$ cat src/rtl/prio_queue_pkg.sv
// Shared definitions for the sorted-register priority queue and its PHOLD event format.
package prio_queue_pkg;

  localparam int unsigned DATA_W_DFLT = 16;
  localparam int unsigned DEPTH_DFLT  = 16;
  localparam int unsigned CNT_W_DFLT  = 5;

  // Event word layout: {timestamp, lp_id}; the whole word is the sort key.
  localparam int unsigned TS_W   = 13;
  localparam int unsigned LP_W   = 3;
  localparam int unsigned TS_LSB = 3;

  typedef enum logic [1:0] {
    ModeIdle,
    ModeInsert,
    ModeRemove,
    ModeReplace
  } mode_e;

  function automatic logic [TS_W+LP_W-1:0] make_event(input logic [TS_W-1:0] ts,
                                                      input logic [LP_W-1:0] lp);
    return {ts, lp};
  endfunction

endpackage

$ cat src/rtl/prio_queue_cell.sv
// One slot of the insertion shift register plus its key comparator.
module prio_queue_cell
  import prio_queue_pkg::*;
#(
  parameter int unsigned DATA_W = DATA_W_DFLT,
  parameter bit          Bottom = 1'b0
) (
  input  logic              clk_i,
  input  logic              rst_ni,
  input  mode_e             mode_i,
  input  logic [DATA_W-1:0] inp_data_i,
  input  logic              valid_i,
  input  logic [DATA_W-1:0] lower_data_i,
  input  logic              lower_le_i,
  input  logic [DATA_W-1:0] upper_data_i,
  input  logic              upper_le_i,
  output logic [DATA_W-1:0] data_o,
  output logic              le_o
);

  logic [DATA_W-1:0] slot_q, slot_d;

  // Valid slots with key <= input form a prefix of the array; new entry lands just past it.
  assign le_o   = valid_i && (slot_q <= inp_data_i);
  assign data_o = slot_q;

  always_comb begin
    slot_d = slot_q;
    unique case (mode_i)
      ModeIdle: ;
      ModeInsert: begin
        if (!le_o) slot_d = (Bottom || lower_le_i) ? inp_data_i : lower_data_i;
      end
      ModeRemove: slot_d = upper_data_i;
      ModeReplace: begin
        // Head leaves, so compare against the upper neighbour to find the new slot.
        if (upper_le_i)           slot_d = upper_data_i;
        else if (Bottom || le_o)  slot_d = inp_data_i;
      end
    endcase
  end

  always_ff @(posedge clk_i or negedge rst_ni) begin
    if (!rst_ni) slot_q <= '0;
    else         slot_q <= slot_d;
  end

endmodule

$ cat src/rtl/prio_queue.sv
// Min-priority queue as a sorted register array; head continuously on out_data.
// Optional status outputs (full/empty/sticky overflow) under PRIO_QUEUE_STATUS_EN.
module prio_queue
  import prio_queue_pkg::*;
#(
  parameter int unsigned DATA_W = DATA_W_DFLT,
  parameter int unsigned DEPTH  = DEPTH_DFLT,
  parameter int unsigned CNT_W  = CNT_W_DFLT
) (
  input  logic              clk,
  input  logic              rst_n,
  input  logic              enq,
  input  logic              deq,
  input  logic [DATA_W-1:0] inp_data,
  output logic [DATA_W-1:0] out_data,
  output logic [CNT_W-1:0]  count
`ifdef PRIO_QUEUE_STATUS_EN
  ,
  output logic              full,
  output logic              empty,
  output logic              overflow
`endif
);

  localparam logic [CNT_W-1:0] DepthCnt = CNT_W'(DEPTH);

  logic [CNT_W-1:0]  count_q, count_d;
  logic [DATA_W-1:0] slot [DEPTH];
  logic [DEPTH-1:0]  le;
  logic [DEPTH-1:0]  valid;
  logic              is_full, is_empty, enq_ok, deq_ok;
  mode_e             mode;

  assign is_full  = (count_q == DepthCnt);
  assign is_empty = (count_q == '0);
  // A full queue still accepts enq when paired with deq; deq on empty is dropped.
  assign enq_ok   = enq && (!is_full || deq);
  assign deq_ok   = deq && !is_empty;

  always_comb begin
    mode    = ModeIdle;
    count_d = count_q;
    case ({enq_ok, deq_ok})
      2'b11: mode = ModeReplace;
      2'b10: begin
        mode    = ModeInsert;
        count_d = count_q + 1'b1;
      end
      2'b01: begin
        mode    = ModeRemove;
        count_d = count_q - 1'b1;
      end
      default: mode = ModeIdle;
    endcase
  end

  always_ff @(posedge clk or negedge rst_n) begin
    if (!rst_n) count_q <= '0;
    else        count_q <= count_d;
  end

  for (genvar i = 0; i < DEPTH; i++) begin : g_cell
    logic [DATA_W-1:0] lower_data, upper_data;
    logic              lower_le, upper_le;

    if (i == 0) begin : g_bot
      assign lower_data = '0;
      assign lower_le   = 1'b0;
    end else begin : g_mid_lo
      assign lower_data = slot[i-1];
      assign lower_le   = le[i-1];
    end

    if (i == DEPTH - 1) begin : g_top
      assign upper_data = '0;
      assign upper_le   = 1'b0;
    end else begin : g_mid_hi
      assign upper_data = slot[i+1];
      assign upper_le   = le[i+1];
    end

    assign valid[i] = (CNT_W'(i) < count_q);

    prio_queue_cell #(
      .DATA_W (DATA_W),
      .Bottom (i == 0)
    ) u_cell (
      .clk_i        (clk),
      .rst_ni       (rst_n),
      .mode_i       (mode),
      .inp_data_i   (inp_data),
      .valid_i      (valid[i]),
      .lower_data_i (lower_data),
      .lower_le_i   (lower_le),
      .upper_data_i (upper_data),
      .upper_le_i   (upper_le),
      .data_o       (slot[i]),
      .le_o         (le[i])
    );
  end

  assign out_data = is_empty ? '0 : slot[0];
  assign count    = count_q;

`ifdef PRIO_QUEUE_STATUS_EN
  logic overflow_q, overflow_d;

  assign overflow_d = overflow_q | (enq && !deq && is_full);

  always_ff @(posedge clk or negedge rst_n) begin
    if (!rst_n) overflow_q <= 1'b0;
    else        overflow_q <= overflow_d;
  end

  assign full     = is_full;
  assign empty    = is_empty;
  assign overflow = overflow_q;
`endif

endmodule

$ cat config.mk
export PLATFORM = sky130hd
export DESIGN_NAME = prio_queue
export DESIGN_NICKNAME = d
export VERILOG_FILES = /design/src/rtl/prio_queue_pkg.sv /design/src/rtl/prio_queue_cell.sv /design/src/rtl/prio_queue.sv
export SDC_FILE = /design/constraint.sdc
export NUM_CORES = 1
export LEC_CHECK = 0
export CAP_MARGIN = 10
export CORE_MARGIN = 1.5
export CORE_UTILIZATION = 40
export DETAILED_ROUTE_END_ITERATION = 10
export HOLD_SLACK_MARGIN = 0.15
export PLACE_DENSITY = 0.58
export SKIP_LAST_GASP = 1
export SLEW_MARGIN = 10
export SYNTH_ARGS = -nofsm -noshare
export SYNTH_HDL_FRONTEND = slang
export SYNTH_SLANG_ARGS = --single-unit
$ cat constraint.sdc
create_clock -name clk -period 4.33 [get_ports clk]
set_input_delay 0.6495 -clock clk [delete_from_list [all_inputs] [get_ports clk]]
set_output_delay 0.6495 -clock clk [all_outputs]
set_load 0.05 [all_outputs]
==> results of run 1 <==
==> layout make-up <==
cell class / instances / area [µm²] / share of cell area
Multi-Input combinational cell: 2457 / 17400 / 0.590
Timing Repair Buffer: 274 / 2560 / 0.0869
Sequential cell: 261 / 6530 / 0.222
Inverter: 167 / 627 / 0.0213
Clock inverter: 13 / 196 / 0.00667
Tap cell: 846 / 1060 / 0.0359
Clock buffer: 55 / 1110 / 0.0375
==> worst min-delay path by stage <==
stage	slack, ps	end
CTS	570	g_cell[15].u_cell.data_o[11]$_DFFE_PN0P_
finish	570	g_cell[15].u_cell.data_o[11]$_DFFE_PN0P_
global route	580	g_cell[15].u_cell.data_o[11]$_DFFE_PN0P_
global placement	550	g_cell[15].u_cell.data_o[9]$_DFFE_PN0P_
detailed placement	560	g_cell[15].u_cell.data_o[11]$_DFFE_PN0P_
floorplan	350	count[0]$_DFFE_PN0P_
==> per-stage QoR <==
stage	util	power [mW]	hold slack (ps)
2_1_floorplan	-	15.2	354
3_3_place_gp	0.446	20.5	555
3_5_place_dp	0.446	20.8	558
4_1_cts	0.467	24.3	571
5_1_grt	0.467	26.2	582
6_report	0.467	24.6	574
==> placed cells by master (no fill, tap or decap), types with 42 or more instances in the layout <==
master / count
a211oi_1: 60
a21oi_1: 428
a222oi_1: 64
a31oi_1: 58
buf_4: 201
dfrtp_1: 261
ha_1: 262
inv_1: 151
mux2_2: 42
mux2i_1: 76
nand2_1: 259
nand3_1: 85
nand4_1: 50
nor2_1: 93
nor3_1: 74
o21ai_0: 204
o221ai_1: 62
o22ai_1: 56
==> power by group through the flow <==
stage          Sequential (mW)  Clock, mW  Combinational (mW)
4_1_cts                   5.72       3.40                15.2
3_3_place_gp              5.74          0                14.7
3_5_place_dp              5.75          0                15.1
5_1_grt                   5.93       3.50                16.8
6_report                  5.82       3.36                15.4
2_1_floorplan             4.83          0                10.3
==> kinds of logic (layout without fill, tap and decap cells) <==
| logic type | Yosys count | after routing |
|---|---|---|
| mux | 118 | 118 |
| buf+inv | 434 | 509 |
| xor+xnor | 5 | 5 |
| simple gates | 701 | 701 |
| fa+ha+maj | 264 | 264 |
| flops | 261 | 261 |
| compound gates | 1369 | 1369 |
==> worst max-delay path, stage by stage <==
cell and delay [ps]:
clkdlybuf4s50_1 560, clkinv_1 210, buf_12 210, ha_1 330, nand4_1 170, nor4_1 100, a21boi_0 170, o31ai_4 1060
nor2_1 300, a22o_1 320, a221o_1 260
==> routing by layer <==
layer,up-vias,routed length (µm),track usage,share of wire
li1,12400,-,-,-
met1,13800,47900,0.456,0.42
met2,1581,51200,0.534,0.45
met3,332,10500,0.0657,0.091
met4,0,5090,0.148,0.044
met5,-,0,0,0
==> registers in the layout, summed over array words and instances, names as in the netlist <==
register,count
g_cell.u_cell.data_o,256
count,5
==> impl_metrics.tcl, run 1 <==
set metrics [dict create \
    p_clk_frac 0.136 \
    worstPathMaxFanout 27 \
    pre_cts_ws_ps -97.0 \
    slew_headroom 0.164 \
    r2r_cells 11 \
    critPathKind "in -> reg" \
    dr_total_vias 28100 \
    slew_violations 0 \
    startpoint "inp_data[15]" \
    place_area_um2 28100 \
    portBuffers 40 \
    tns_ps 0 \
    grt_max_degree 99 \
    grt_antenna_before_repair 2 \
    cellLeakagePower_nw 12.3 \
    synth_top_family_by_area "compound AO/OA/AOI/OAI gates" \
    synthDistinctLibCells 83 \
    die_x_um 255 \
    r2r_start "count[1]$_DFFE_PN0P_" \
    min_from "g_cell[15].u_cell.data_o[11]$_DFFE_PN0P_" \
    r2r-end "g_cell[6].u_cell.data_o[8]$_DFFE_PN0P_" \
    post-cts-setup-buffers 0 \
    post-route-period-util 0.903 \
    crit_arrival_ps 4360 \
    grt_pass1_wl_mm 174 \
    start_kind "primary input" \
    dr.pass1.iters 11 \
    rsz0062_at_grt "no" \
    hold_path_depth 1 \
    hp-class "reg -> reg" \
    peakVddDrop_v 0.000386 \
    synth_common_cells "428 x a21oi_1, 264 x ha_1, 261 x dfrtp_1, 261 x nand2_1, 204 x o21ai_0" \
    yosys_warnings 0 \
    layout-drive-gt1-share 0.135 \
    fin_cells 4073 \
    ys_seq_area_frac 0.256 \
    area.growth.synth_to_final_pct 15.5 \
    synth_xor_area_frac 0.00172 \
    ys_ff_latch 261 \
    totalWireLength_mm 115 \
    r2r_slack_ps 510 \
    gp_congestion 0.975 \
    postCtsHoldBufs 1 \
    power.internal_mw 12.0 \
    power.density_nw_per_um2 836 \
    die_h_um 255 \
    max_cap_viol_count 0 \
    synth.most_common_cell "a21oi_1" \
    setup_viol 0 \
    power_switching_mw 12.6 \
    syn_nets 3436 \
    async_flop_share 1.00 \
    muxShareOfSynthArea 0.0484 \
    place_inst 4004 \
    dp.final_hpwl_mm 80.5 \
    synth_area_leader_cell "dfrtp_1" \
    syn_area_per_cell_um2 8.09 \
    core_um2 63100 \
    syn_area_um2 25500 \
    grt_pass1_vias 27200 \
    yosys.area_share.simple 0.133 \
    synth_area_leaders "dfrtp_1 26%, ha_1 13%, a21oi_1 8.4%, o21ai_0 4.0%, nand2_1 3.8%" \
    fmax_ghz 0.256 \
    final_cell_area_um2 29500 \
    clock-skew-final_ps 21.4 \
    violations "design-rule violations" \
    synthAdderAreaFrac 0.130 \
    cts_max_level 2 \
    clkLatencyLatePin_ps 580 \
    routedWlPerCell_um 28.1 \
    path_clk_slew_ps 60 \
    row_count 92 \
    syn_inst 3152 \
    hold_violations 0 \
    tightest_slew_ps 1250 \
    dieArea_um2 65300 \
    drt_iter0_drc 3588 \
    viasPerCell 6.89 \
    gr-usage-all-layers 0.341 \
    endpoint_kind "flip-flop" \
    crit_end "g_cell[12].u_cell.data_o[14]$_DFFE_PN0P_" \
    fin_crit_ps 3910 \
    ys.flop_type "dfrtp_1" \
    clock_path_buffers 3 \
    cts_root_buf "clkbuf_16" \
    synth-edff-count 0 \
    status "complete, but fails checks" \
    antenna_cells 0 \
    cts.repair.resized 0 \
    start_util 0.404 \
    setup_slack_ps 418 \
    synthDominantCellAreaShare 0.256 \
    power_frac_seq 0.236 \
    numCtsBuffers 37 \
    io_pins 41 \
    synth_compound_area_frac 0.364 \
    ant_nets 0 \
    cts_num_sinks 261 \
    cts_tree "yes" \
    fillers 6225 \
    cp.required_ps 4780 \
    route.detailed.drc 2 \
    grt-ovfl-total 0 \
    swShare 0.513 \
    p_comb_frac 0.627 \
    fin_nets 3482 \
]
No activity file was read; power rests on OpenSTA's default activity.
==> run 2: changes to the inputs <==
--- a/config.mk
+++ b/config.mk
@@ -7,10 +7,11 @@
 export LEC_CHECK = 0
 export CAP_MARGIN = 10
 export CORE_MARGIN = 1.5
-export CORE_UTILIZATION = 40
+export CORE_UTILIZATION = 28
+export CTS_CLUSTER_SIZE = 12
 export DETAILED_ROUTE_END_ITERATION = 10
 export HOLD_SLACK_MARGIN = 0.15
-export PLACE_DENSITY = 0.58
+export PLACE_DENSITY = 0.44
 export SKIP_LAST_GASP = 1
 export SLEW_MARGIN = 10
 export SYNTH_ARGS = -nofsm -noshare
==> impl_metrics.tcl, run 2 (synthesis results as in run 1) <==
set metrics [dict create \
    status "complete, no violations" \
    gr-usage-all-layers 0.255 \
    hold_violations 0 \
    multi_input_area_um2 17400 \
    fillers 9376 \
    mostFrequentLayoutCell "a21oi_1" \
    layout-drive-gt1-share 0.167 \
    core_um2 90100 \
    crit_arrival_ps 4630 \
    r2r_slack_ps 730 \
    dieArea_um2 92900 \
    start_kind "primary input" \
    gp_congestion 0.888 \
    die_h_um 305 \
    worstPathCellList "clkdlybuf4s50_1 -> clkinv_1 -> buf_4 -> buf_4 -> ha_1 -> nand4_1 -> a2111oi_0 -> buf_4 -> o41ai_4 -> nor3_2 -> o21ai_0 -> o211ai_1" \
    drt_iter0_drc 2819 \
    route.detailed.drc 0 \
    grt_max_degree 69 \
    rsz0062_at_grt "no" \
    hold_path_depth 1 \
    slew_violations 0 \
    regArea_um2 6530 \
    clock_path_buffers 3 \
    endpoint_kind "flip-flop" \
    max_cap_viol_count 0 \
    cp.required_ps 4810 \
    crit_top_cell "buf_4" \
    cts_max_level 2 \
    setup_slack_ps 182 \
    critPathKind "in -> reg" \
    min_from "g_cell[15].u_cell.data_o[0]$_DFFE_PN0P_" \
    dr.pass1.iters 7 \
    row_count 110 \
    final_cell_mix "428 x a21oi_1, 299 x buf_4, 262 x ha_1" \
    ant_nets 0 \
    r2r_start "count[0]$_DFFE_PN0P_" \
    numCtsBuffers 38 \
    start_util 0.283 \
    r2r_cells 12 \
    die_x_um 305 \
    clkLatencyLatePin_ps 580 \
    tightest_slew_ps 1190 \
    antenna_cells 0 \
    total_power_mw 25.4 \
    io_pins 41 \
    fin_crit_ps 4150 \
    peakVddDrop_v 0.000382 \
    whs_endpoint "g_cell[15].u_cell.data_o[0]$_DFFE_PN0P_" \
    largest_reg_flops 256 \
    grt_antenna_before_repair 0 \
    area.growth.synth_to_final_pct 21.0 \
    cts_tree "yes" \
    fmax_ghz 0.241 \
    fin_nets 3591 \
    slowest_delay_ps 900 \
    path_clk_slew_ps 60 \
    slew_headroom 0.202 \
    post-cts-setup-buffers 0 \
    power.density_nw_per_um2 825 \
    post-route-period-util 0.958 \
    cellLeakagePower_nw 12.9 \
    dr_total_vias 27400 \
    worstPathMaxFanout 14 \
    critPathSlowestCell "nor3_2" \
    dp.final_hpwl_mm 87.0 \
    grt-ovfl-total 0 \
    r2r-end "g_cell[7].u_cell.data_o[0]$_DFFE_PN0P_" \
    cp.buffers_inverters 5 \
    grt_pass1_vias 26400 \
    clock-skew-final_ps 28.5 \
    hp-class "reg -> reg" \
    cts_num_sinks 261 \
    pre_cts_ws_ps -295 \
    cts.repair.resized 0 \
    grt_pass1_wl_mm 182 \
    setup_viol 0 \
    totalWireLength_mm 122 \
    viasPerCell 6.07 \
    cts_root_buf "clkbuf_16" \
    portBuffers 40 \
    routedWlPerCell_um 26.9 \
    cp_top_family "buffers and inverters" \
]
run 2: changes by cell type in the layout (fill, tap and decap cells not counted), moves of 6 or more:
cell      change
clkbuf_8      +6
buf_4        +98
clkbuf_1      -7
buf_12       +10
run 2: through the flow:
stage                     hold slack [ps]  cells  utilization  instance area [µm²]  TNS, ps
after global routing                  612   4511        0.342                30800        0
after detailed placement              559   4442        0.327                29500   -18370
after CTS                             572   4511        0.342                30800        0
after floorplan                       354   3152            -                25500        0
after global placement                550   4442        0.327                29500   -19210
final                                 575   4511        0.342                30800        0
run 2: worst max-delay path by stage:
| stage | startpoint | to | slack [ps] | cells after the start |
|---|---|---|---|---|
| global route | inp_data[12] | g_cell[12].u_cell.data_o[6]$_DFFE_PN0P_ | 40 | 13 |
| floorplan | count[1]$_DFFE_PN0P_ | g_cell[0].u_cell.data_o[6]$_DFFE_PN0P_ | 10 | 18 |
| CTS | inp_data[12] | g_cell[10].u_cell.data_o[7]$_DFFE_PN0P_ | 310 | 13 |
| global placement | inp_data[12] | g_cell[7].u_cell.data_o[5]$_DFFE_PN0P_ | -330 | 12 |
| finish | inp_data[12] | g_cell[7].u_cell.data_o[4]$_DFFE_PN0P_ | 180 | 12 |
| detailed placement | inp_data[12] | g_cell[10].u_cell.data_o[3]$_DFFE_PN0P_ | -290 | 13 |
run 2: report_power, final:
part	leakage, nW	internal (mW)	switching (mW)
Combinational	9.09	6.75	9.47
Clock	0.648	2.05	1.39
Sequential	3.11	3.68	2.11
run 2: layout make-up:
| type | count | area share |
|---|---|---|
| multi-input cells | 2457 | 0.564 |
| flip-flops and latches | 261 | 0.212 |
| repair buffers | 382 | 0.113 |
| well taps | 1176 | 0.0477 |
| clock buffers | 54 | 0.0377 |
| inverters | 167 | 0.0203 |
| clock inverters | 14 | 0.00540 |
run 2: per-layer routing:
metal,up-vias,share of wire,GRT usage
met5,-,0,0
met4,0,0.023,0.0616
met3,155,0.064,0.0283
met2,1067,0.44,0.398
met1,13600,0.47,0.373
li1,12600,-,-
run 2: repair_timing:
| action | 4_1_cts | 5_1_grt |
|---|---|---|
| setup endpoints to repair | 0 | 0 |
| hold buffers | 1 | 0 |
| endpoints found under the hold margin | 63 | 0 |
